==> config.mk <==
export PLATFORM = sky130hd
export DESIGN_NAME = bubble_access_timer
export DESIGN_NICKNAME = d
export VERILOG_FILES = /design/src/rtl/bubble_pkg.sv /design/src/rtl/bubble_input_sync.sv /design/src/rtl/bubble_access_timer.sv
export SDC_FILE = /design/constraint.sdc
export NUM_CORES = 1
export LEC_CHECK = 0
export CAP_MARGIN = 15
export CELL_PAD_IN_SITES_DETAIL_PLACEMENT = 0
export CELL_PAD_IN_SITES_GLOBAL_PLACEMENT = 1
export CORE_MARGIN = 4
export CORE_UTILIZATION = 36
export DETAILED_ROUTE_END_ITERATION = 16
export GPL_TIMING_DRIVEN = 1
export PLACE_DENSITY_LB_ADDON = 0.1
export SETUP_SLACK_MARGIN = 0.05
export SYNTH_ARGS = -nofsm -noshare
export SYNTH_HDL_FRONTEND = slang
export SYNTH_SLANG_ARGS = --single-unit
==> constraint.sdc <==
create_clock -name master_clock -period 1.8 [get_ports master_clock]
set_input_delay 0.45 -clock master_clock [delete_from_list [all_inputs] [get_ports master_clock]]
set_output_delay 0.45 -clock master_clock [all_outputs]
set_load 0.02 [all_outputs]
==> src/rtl/bubble_pkg.sv <==
// Shared types and default timing constants for the bubble access timer.
package bubble_pkg;

    typedef enum logic [1:0] {
        IDLE     = 2'd0,
        SHIFT    = 2'd1,
        REP_WAIT = 2'd2,
        READ     = 2'd3
    } bubble_state_e;

    localparam int CLKS_PER_BIT = 120;
    localparam int LOOP_LEN     = 2053;
    localparam int REP_DELAY    = 16;
    localparam int PAGE_BITS    = 584;

    // True in the states where a page read is in flight.
    function automatic logic in_read(input bubble_state_e s);
        return (s == REP_WAIT) || (s == READ);
    endfunction

endpackage

==> src/rtl/bubble_input_sync.sv <==
// Two-flop synchronizer for one asynchronous strobe, with an extra flop
// holding the previous synchronized level so edges can be detected.
module bubble_input_sync #(
    parameter logic RESET_VAL = 1'b1
) (
    input  logic clk_i,
    input  logic rst_ni,
    input  logic async_i,
    output logic sync_o,
    output logic fall_o,
    output logic rise_o
);

    logic meta_q;
    logic sync_q;
    logic prev_q;

    // Synchronizer chain plus previous-level flop; preset to the inactive level.
    always_ff @(posedge clk_i) begin
        if (!rst_ni) begin
            meta_q <= RESET_VAL;
            sync_q <= RESET_VAL;
            prev_q <= RESET_VAL;
        end else begin
            meta_q <= async_i;
            sync_q <= meta_q;
            prev_q <= sync_q;
        end
    end

    assign sync_o = sync_q;
    assign fall_o = prev_q & ~sync_q;
    assign rise_o = ~prev_q & sync_q;

endmodule

==> src/rtl/bubble_access_timer.sv <==
// Bubble access timer: synchronizes host strobes, tracks the minor-loop
// position and produces one bit strobe per bit cell during a page read.
module bubble_access_timer
    import bubble_pkg::*;
#(
    parameter int CLKS_PER_BIT_P = bubble_pkg::CLKS_PER_BIT,
    parameter int LOOP_LEN_P     = bubble_pkg::LOOP_LEN,
    parameter int REP_DELAY_P    = bubble_pkg::REP_DELAY,
    parameter int PAGE_BITS_P    = bubble_pkg::PAGE_BITS,
    localparam int POS_W         = $clog2(LOOP_LEN_P),
    localparam int IDX_W         = $clog2(PAGE_BITS_P)
) (
    input  logic             master_clock,
    input  logic             reset_n,
    input  logic             bubble_shift_enable,
    input  logic             replicator_enable,
    input  logic             bootloop_enable,
    output logic             bit_strobe,
    output logic [IDX_W-1:0] bit_index,
    output logic [POS_W-1:0] page_addr,
    output logic             read_active,
    output logic             bootloop_mode,
    output logic [POS_W-1:0] position,
    output logic             access_error
);

    localparam int PRE_W = (CLKS_PER_BIT_P > 1) ? $clog2(CLKS_PER_BIT_P) : 1;
    localparam int DLY_W = $clog2(REP_DELAY_P + 1);

    localparam logic [PRE_W-1:0] PRE_MAX = PRE_W'(CLKS_PER_BIT_P - 1);
    localparam logic [POS_W-1:0] POS_MAX = POS_W'(LOOP_LEN_P - 1);
    localparam logic [DLY_W-1:0] DLY_MAX = DLY_W'(REP_DELAY_P - 1);
    localparam logic [IDX_W-1:0] IDX_MAX = IDX_W'(PAGE_BITS_P - 1);

    logic shift_lvl_s, shift_fall_s, shift_rise_s;
    logic rep_lvl_s,   rep_fall_s,   rep_rise_s;
    logic boot_lvl_s,  boot_fall_s,  boot_rise_s;
    logic unused_s;

    bubble_input_sync #(.RESET_VAL(1'b1)) u_sync_shift (
        .clk_i   (master_clock),
        .rst_ni  (reset_n),
        .async_i (bubble_shift_enable),
        .sync_o  (shift_lvl_s),
        .fall_o  (shift_fall_s),
        .rise_o  (shift_rise_s)
    );

    bubble_input_sync #(.RESET_VAL(1'b1)) u_sync_rep (
        .clk_i   (master_clock),
        .rst_ni  (reset_n),
        .async_i (replicator_enable),
        .sync_o  (rep_lvl_s),
        .fall_o  (rep_fall_s),
        .rise_o  (rep_rise_s)
    );

    bubble_input_sync #(.RESET_VAL(1'b1)) u_sync_boot (
        .clk_i   (master_clock),
        .rst_ni  (reset_n),
        .async_i (bootloop_enable),
        .sync_o  (boot_lvl_s),
        .fall_o  (boot_fall_s),
        .rise_o  (boot_rise_s)
    );

    // Only the shift level, replicator fall and bootloop level drive the timer.
    assign unused_s = ^{shift_fall_s, shift_rise_s, rep_lvl_s, rep_rise_s,
                        boot_fall_s, boot_rise_s};

    bubble_state_e    state_q, state_d;
    logic [PRE_W-1:0] presc_q, presc_d;
    logic [POS_W-1:0] pos_q, pos_d;
    logic [DLY_W-1:0] dly_q, dly_d;
    logic [IDX_W-1:0] idx_q, idx_d;
    logic [IDX_W-1:0] bit_index_q, bit_index_d;
    logic [POS_W-1:0] page_addr_q, page_addr_d;
    logic             boot_mode_q, boot_mode_d;
    logic             strobe_q, strobe_d;
    logic             err_q, err_d;
    logic             active_q, active_d;
    logic             tick_s;

    // Bit-cell tick: last prescaler count while the loops are rotating.
    assign tick_s = (state_q != IDLE) && (presc_q == PRE_MAX);

    // Next-state logic for the FSM, counters and registered outputs.
    always_comb begin
        state_d     = state_q;
        presc_d     = presc_q;
        pos_d       = pos_q;
        dly_d       = dly_q;
        idx_d       = idx_q;
        bit_index_d = bit_index_q;
        page_addr_d = page_addr_q;
        boot_mode_d = boot_mode_q;
        strobe_d    = 1'b0;
        err_d       = 1'b0;

        if (state_q != IDLE) begin
            presc_d = tick_s ? {PRE_W{1'b0}} : (presc_q + PRE_W'(1));
        end else begin
            presc_d = presc_q;
        end

        if (tick_s) begin
            pos_d = (pos_q == POS_MAX) ? {POS_W{1'b0}} : (pos_q + POS_W'(1));
        end else begin
            pos_d = pos_q;
        end

        // Shift disable overrides everything else, including a replicator edge.
        if ((state_q != IDLE) && shift_lvl_s) begin
            state_d     = IDLE;
            idx_d       = {IDX_W{1'b0}};
            bit_index_d = {IDX_W{1'b0}};
            dly_d       = {DLY_W{1'b0}};
            err_d       = in_read(state_q);
        end else begin
            case (state_q)
                IDLE: begin
                    if (!shift_lvl_s) begin
                        state_d = SHIFT;
                        presc_d = {PRE_W{1'b0}};
                    end else begin
                        state_d = IDLE;
                    end
                end
                SHIFT: begin
                    if (rep_fall_s) begin
                        state_d     = REP_WAIT;
                        page_addr_d = pos_q;
                        boot_mode_d = ~boot_lvl_s;
                        dly_d       = {DLY_W{1'b0}};
                        idx_d       = {IDX_W{1'b0}};
                        bit_index_d = {IDX_W{1'b0}};
                    end else begin
                        state_d = SHIFT;
                    end
                end
                REP_WAIT: begin
                    err_d = rep_fall_s;
                    if (tick_s) begin
                        if (dly_q == DLY_MAX) begin
                            state_d = READ;
                            dly_d   = {DLY_W{1'b0}};
                        end else begin
                            dly_d = dly_q + DLY_W'(1);
                        end
                    end else begin
                        dly_d = dly_q;
                    end
                end
                READ: begin
                    err_d = rep_fall_s;
                    if (tick_s) begin
                        strobe_d    = 1'b1;
                        bit_index_d = idx_q;
                        if (idx_q == IDX_MAX) begin
                            state_d = SHIFT;
                            idx_d   = {IDX_W{1'b0}};
                        end else begin
                            idx_d = idx_q + IDX_W'(1);
                        end
                    end else begin
                        idx_d = idx_q;
                    end
                end
                default: begin
                    state_d = IDLE;
                end
            endcase
        end

        active_d = in_read(state_d);
    end

    // State, counters and output registers with synchronous reset.
    always_ff @(posedge master_clock) begin
        if (!reset_n) begin
            state_q     <= IDLE;
            presc_q     <= {PRE_W{1'b0}};
            pos_q       <= {POS_W{1'b0}};
            dly_q       <= {DLY_W{1'b0}};
            idx_q       <= {IDX_W{1'b0}};
            bit_index_q <= {IDX_W{1'b0}};
            page_addr_q <= {POS_W{1'b0}};
            boot_mode_q <= 1'b0;
            strobe_q    <= 1'b0;
            err_q       <= 1'b0;
            active_q    <= 1'b0;
        end else begin
            state_q     <= state_d;
            presc_q     <= presc_d;
            pos_q       <= pos_d;
            dly_q       <= dly_d;
            idx_q       <= idx_d;
            bit_index_q <= bit_index_d;
            page_addr_q <= page_addr_d;
            boot_mode_q <= boot_mode_d;
            strobe_q    <= strobe_d;
            err_q       <= err_d;
            active_q    <= active_d;
        end
    end

    assign bit_strobe    = strobe_q;
    assign bit_index     = bit_index_q;
    assign page_addr     = page_addr_q;
    assign read_active   = active_q;
    assign bootloop_mode = boot_mode_q;
    assign position      = pos_q;
    assign access_error  = err_q;

endmodule
==> results of run 1 <==
-- path summary, 6_finish.rpt --
check	start	end	slack (ps)	cells after the start
hold / removal	u_sync_rep.meta_q	u_sync_rep.sync_o	410	1
hold reg to reg	u_sync_rep.meta_q	u_sync_rep.sync_o	410	1
setup / recovery	presc_q[1]	idx_q[6]	30	6
setup reg to reg	presc_q[1]	idx_q[6]	30	6
-- kinds of logic (layout without fill, tap and decap cells) --
group / Yosys count / after routing / synth area share, %
fa+ha+maj: 5 / 5 / 2.13
compound gates: 80 / 81 / 17.0
flops: 69 / 69 / 47.0
simple gates: 158 / 158 / 28.5
xor+xnor: 9 / 9 / 2.68
buf+inv: 20 / 119 / 2.68
-- worst max-delay path: cells and delay by family (launching register included) --
family | cells | cell delay [ps]
and+or+nand+nor | 2 | 590
AOI/OAI and AO/OA | 2 | 450
adders and majority gates | 1 | 160
DFF | 1 | 350
buffers and inverters | 1 | 150
-- stage by stage --
stage	setup TNS, ps	hold WS [ps]	worst slack (ps)	utilization (%)
floorplan	-119	386	-59.1	-
global placement	-168	389	-35.5	48.9
detailed placement	-843	393	-77.1	48.9
CTS	0	411	4.31	52.7
global route	-85.5	422	-28.3	55.2
finish	0	408	32.2	55.2
-- final cells by class --
cell class | count | area, um2 | area share, %
well taps | 102 | 128 | 2.95
clock buffers | 12 | 155 | 3.58
multi-input cells | 253 | 1660 | 38.4
flip-flops and latches | 69 | 1390 | 32.0
repair buffers | 98 | 912 | 21.1
inverters | 5 | 18.8 | 0.433
clock inverters | 4 | 70.1 | 1.62
-- power breakdown --
part / total (mW) / switching [mW] / internal (mW)
Sequential: 1.54 / 0.00554 / 1.53
Combinational: 0.0869 / 0.0451 / 0.0418
Clock: 1.42 / 0.568 / 0.852
Total: 3.05 / 0.619 / 2.43
-- timing repair --
| item | CTS | global route |
|---|---|---|
| buffers inserted | 3 | 4 |
| endpoints found under the setup margin | 44 | 59 |
| gates resized for setup | 35 | 46 |
| cloned | 1 | 1 |
| pin swaps | 23 | 18 |
-- layer usage --
metal / GRT usage, % / share of wire, %
met5: 0 / 0
met4: 5.99 / 1.3
met1: 21.7 / 50
met3: 4.07 / 3.2
met2: 24.8 / 46
-- registers in the layout, indices dropped and copies added (netlist names), 2 cells and up --
signal / count
state_q: 2
presc_q: 7
bit_index: 10
dly_q: 5
idx_q: 10
page_addr: 12
position: 12
-- placed cells by master, fill, tap and decap left out, types with 7 or more instances in the layout --
cell type / n
a21boi_0: 14
a21oi_1: 25
a21oi_2: 8
buf_4: 43
buf_6: 11
clkbuf_8: 11
clkdlybuf4s50_1: 7
dfxtp_1: 65
dlygate4sd2_1: 22
dlymetal6s2s_1: 13
nand2_1: 56
nand2b_1: 8
nand3_1: 23
nor2_1: 16
o21ai_0: 9
o31ai_1: 7
or4_1: 7
==> run_results.csv, run 1 <==
group,metric,value,unit
setup_path,cp-start-kind,"register",
sta,setup_viol,0,
clock_network,cts_max_path_buffers,2,
floorplanning,start_util,37.5,%
route,drc,0,
setup_path,arrival,2040,ps
synth,synth_fp_nets,351,
sta,post-route-period-util,98.2,%
synth,ys_ff_latch,69,
synth,yosys.area.top_type,"dfxtp_1",
final_layout,finalInstanceArea,4330,um2
floorplanning,die_y,98.4,um
clock_network,clk_latency,340,ps
clock_network,numCtsBuffers,9,
synth,syn_avg_cell_area,8.62,um2
setup_path,cp_max_fo,5,
power,leakagePower,1.96,nW
route,ant_nets,0,
floorplanning,rows,32,
route,firstDrtPassIters,4,
clock_network,clockRootBuffer,"clkbuf_8",
route,vias_per_cell,5.10,
route,drt_iter0_markers,81,
floorplanning,core,7850,um2
synth,yosys_warnings,0,
power,peakVddDrop,0.000539,V
sta,max_freq,566,MHz
run,drv_cap,0,
floorplanning,dieArea,9680,um2
setup_path,crit_slowest_cell,"or4_1",
global_route,antenna_found_initial,0,
final_layout,drive_gt1_share,24.3,%
clock_network,clkSlewWorstSetupHoldPaths,70,ps
sta,finalCriticalPeriod,1770,ps
synth,mappedNetlistArea,2940,um2
synth,synth_top_area_share,47.0,%
final_layout,finalNonFillerCells,543,
synth,async_flop_share,0,%
synth,synth-edff-count,0,
floorplanning,dieWidth,98.4,um
final_layout,insertedDiodeCount,0,
synth,synth.most_common_cell,"dfxtp_1",
clock_network,hold_buffers,0,
run_status,status,"finished clean",
sta,drv_slew,0,
setup_path,crit_chain,"ha_4 > nand4b_4 > buf_6 > o31a_4 > or4_1 > a21oi_1",
power,powerDensity,703,nW/um2
route,wirelength,7710,um
sta,max-slew-margin-rel,64.1,%
global_route,grt_use_total,16.1,%
clock_network,h-tree-depth,3,
sta,rsz0062_at_grt,"true",
floorplanning,io_pins,43,
sta,hold_viol,0,
global_route,grt.overflow.total,0,
global_route,grt_pass1_vias,2618,
final_layout,synthToLayoutAreaGrowth,47.4,%
synth,synth.distinct_cells,45,
sta,tightest_slew,538,ps
placed_design,place_inst,519,
synth,synthCells,341,
route,vias,2769,
sta,finClkSkew,5.04,ps
synth,synth_area_leaders,"dfxtp_1 (47%), nand2_1 (7.3%), a21oi_1 (5.6%)",
route,wl_per_cell,14.2,um
synth,synth_seq_area_share,47.0,%
setup_path,required,2070,ps
clock_network,cts_tree,"built",
final_layout,n_fill_cell,765,
clock_network,clock-sinks,69,
synth,ys_dominant_reg_cell,"dfxtp_1",
final_layout,nets,446,
power,total_power,3.05,mW
min_path,hold_class,"reg -> reg",
global_route,grt_pass1_wl,12800,um
placed_design,dpl_cell_area,3840,um2
placed_design,place.gp.congestion,0.824,
setup_path,worstSetupPathType,"reg -> reg",
setup_path,critical_path.max_stage_delay,470,ps
synth,synth_common_cells,"dfxtp_1 (69), nand2_1 (57), a21oi_1 (33), nand3_1 (27), nor2_1 (16)",
placed_design,port_buffers,42,
global_route,grt_max_degree,17,
setup_path,endpoint_kind,"register",
placed_design,dp.final_hpwl,5370,um
No activity file was read; power rests on OpenSTA's default activity.
==> inputs of run 2 (changes only) <==
- CTS_CLUSTER_SIZE: not set -> 14
- GPL_ROUTABILITY_DRIVEN: not set -> 0
==> results of run 2 <==
Final layout, timing and power as in run 1 (identical DEF).
==> inputs of run 3 (changes only) <==
- CTS_CLUSTER_SIZE: 14 -> 30
==> results of run 3 <==
Final layout, timing and power as in run 1 (identical DEF).
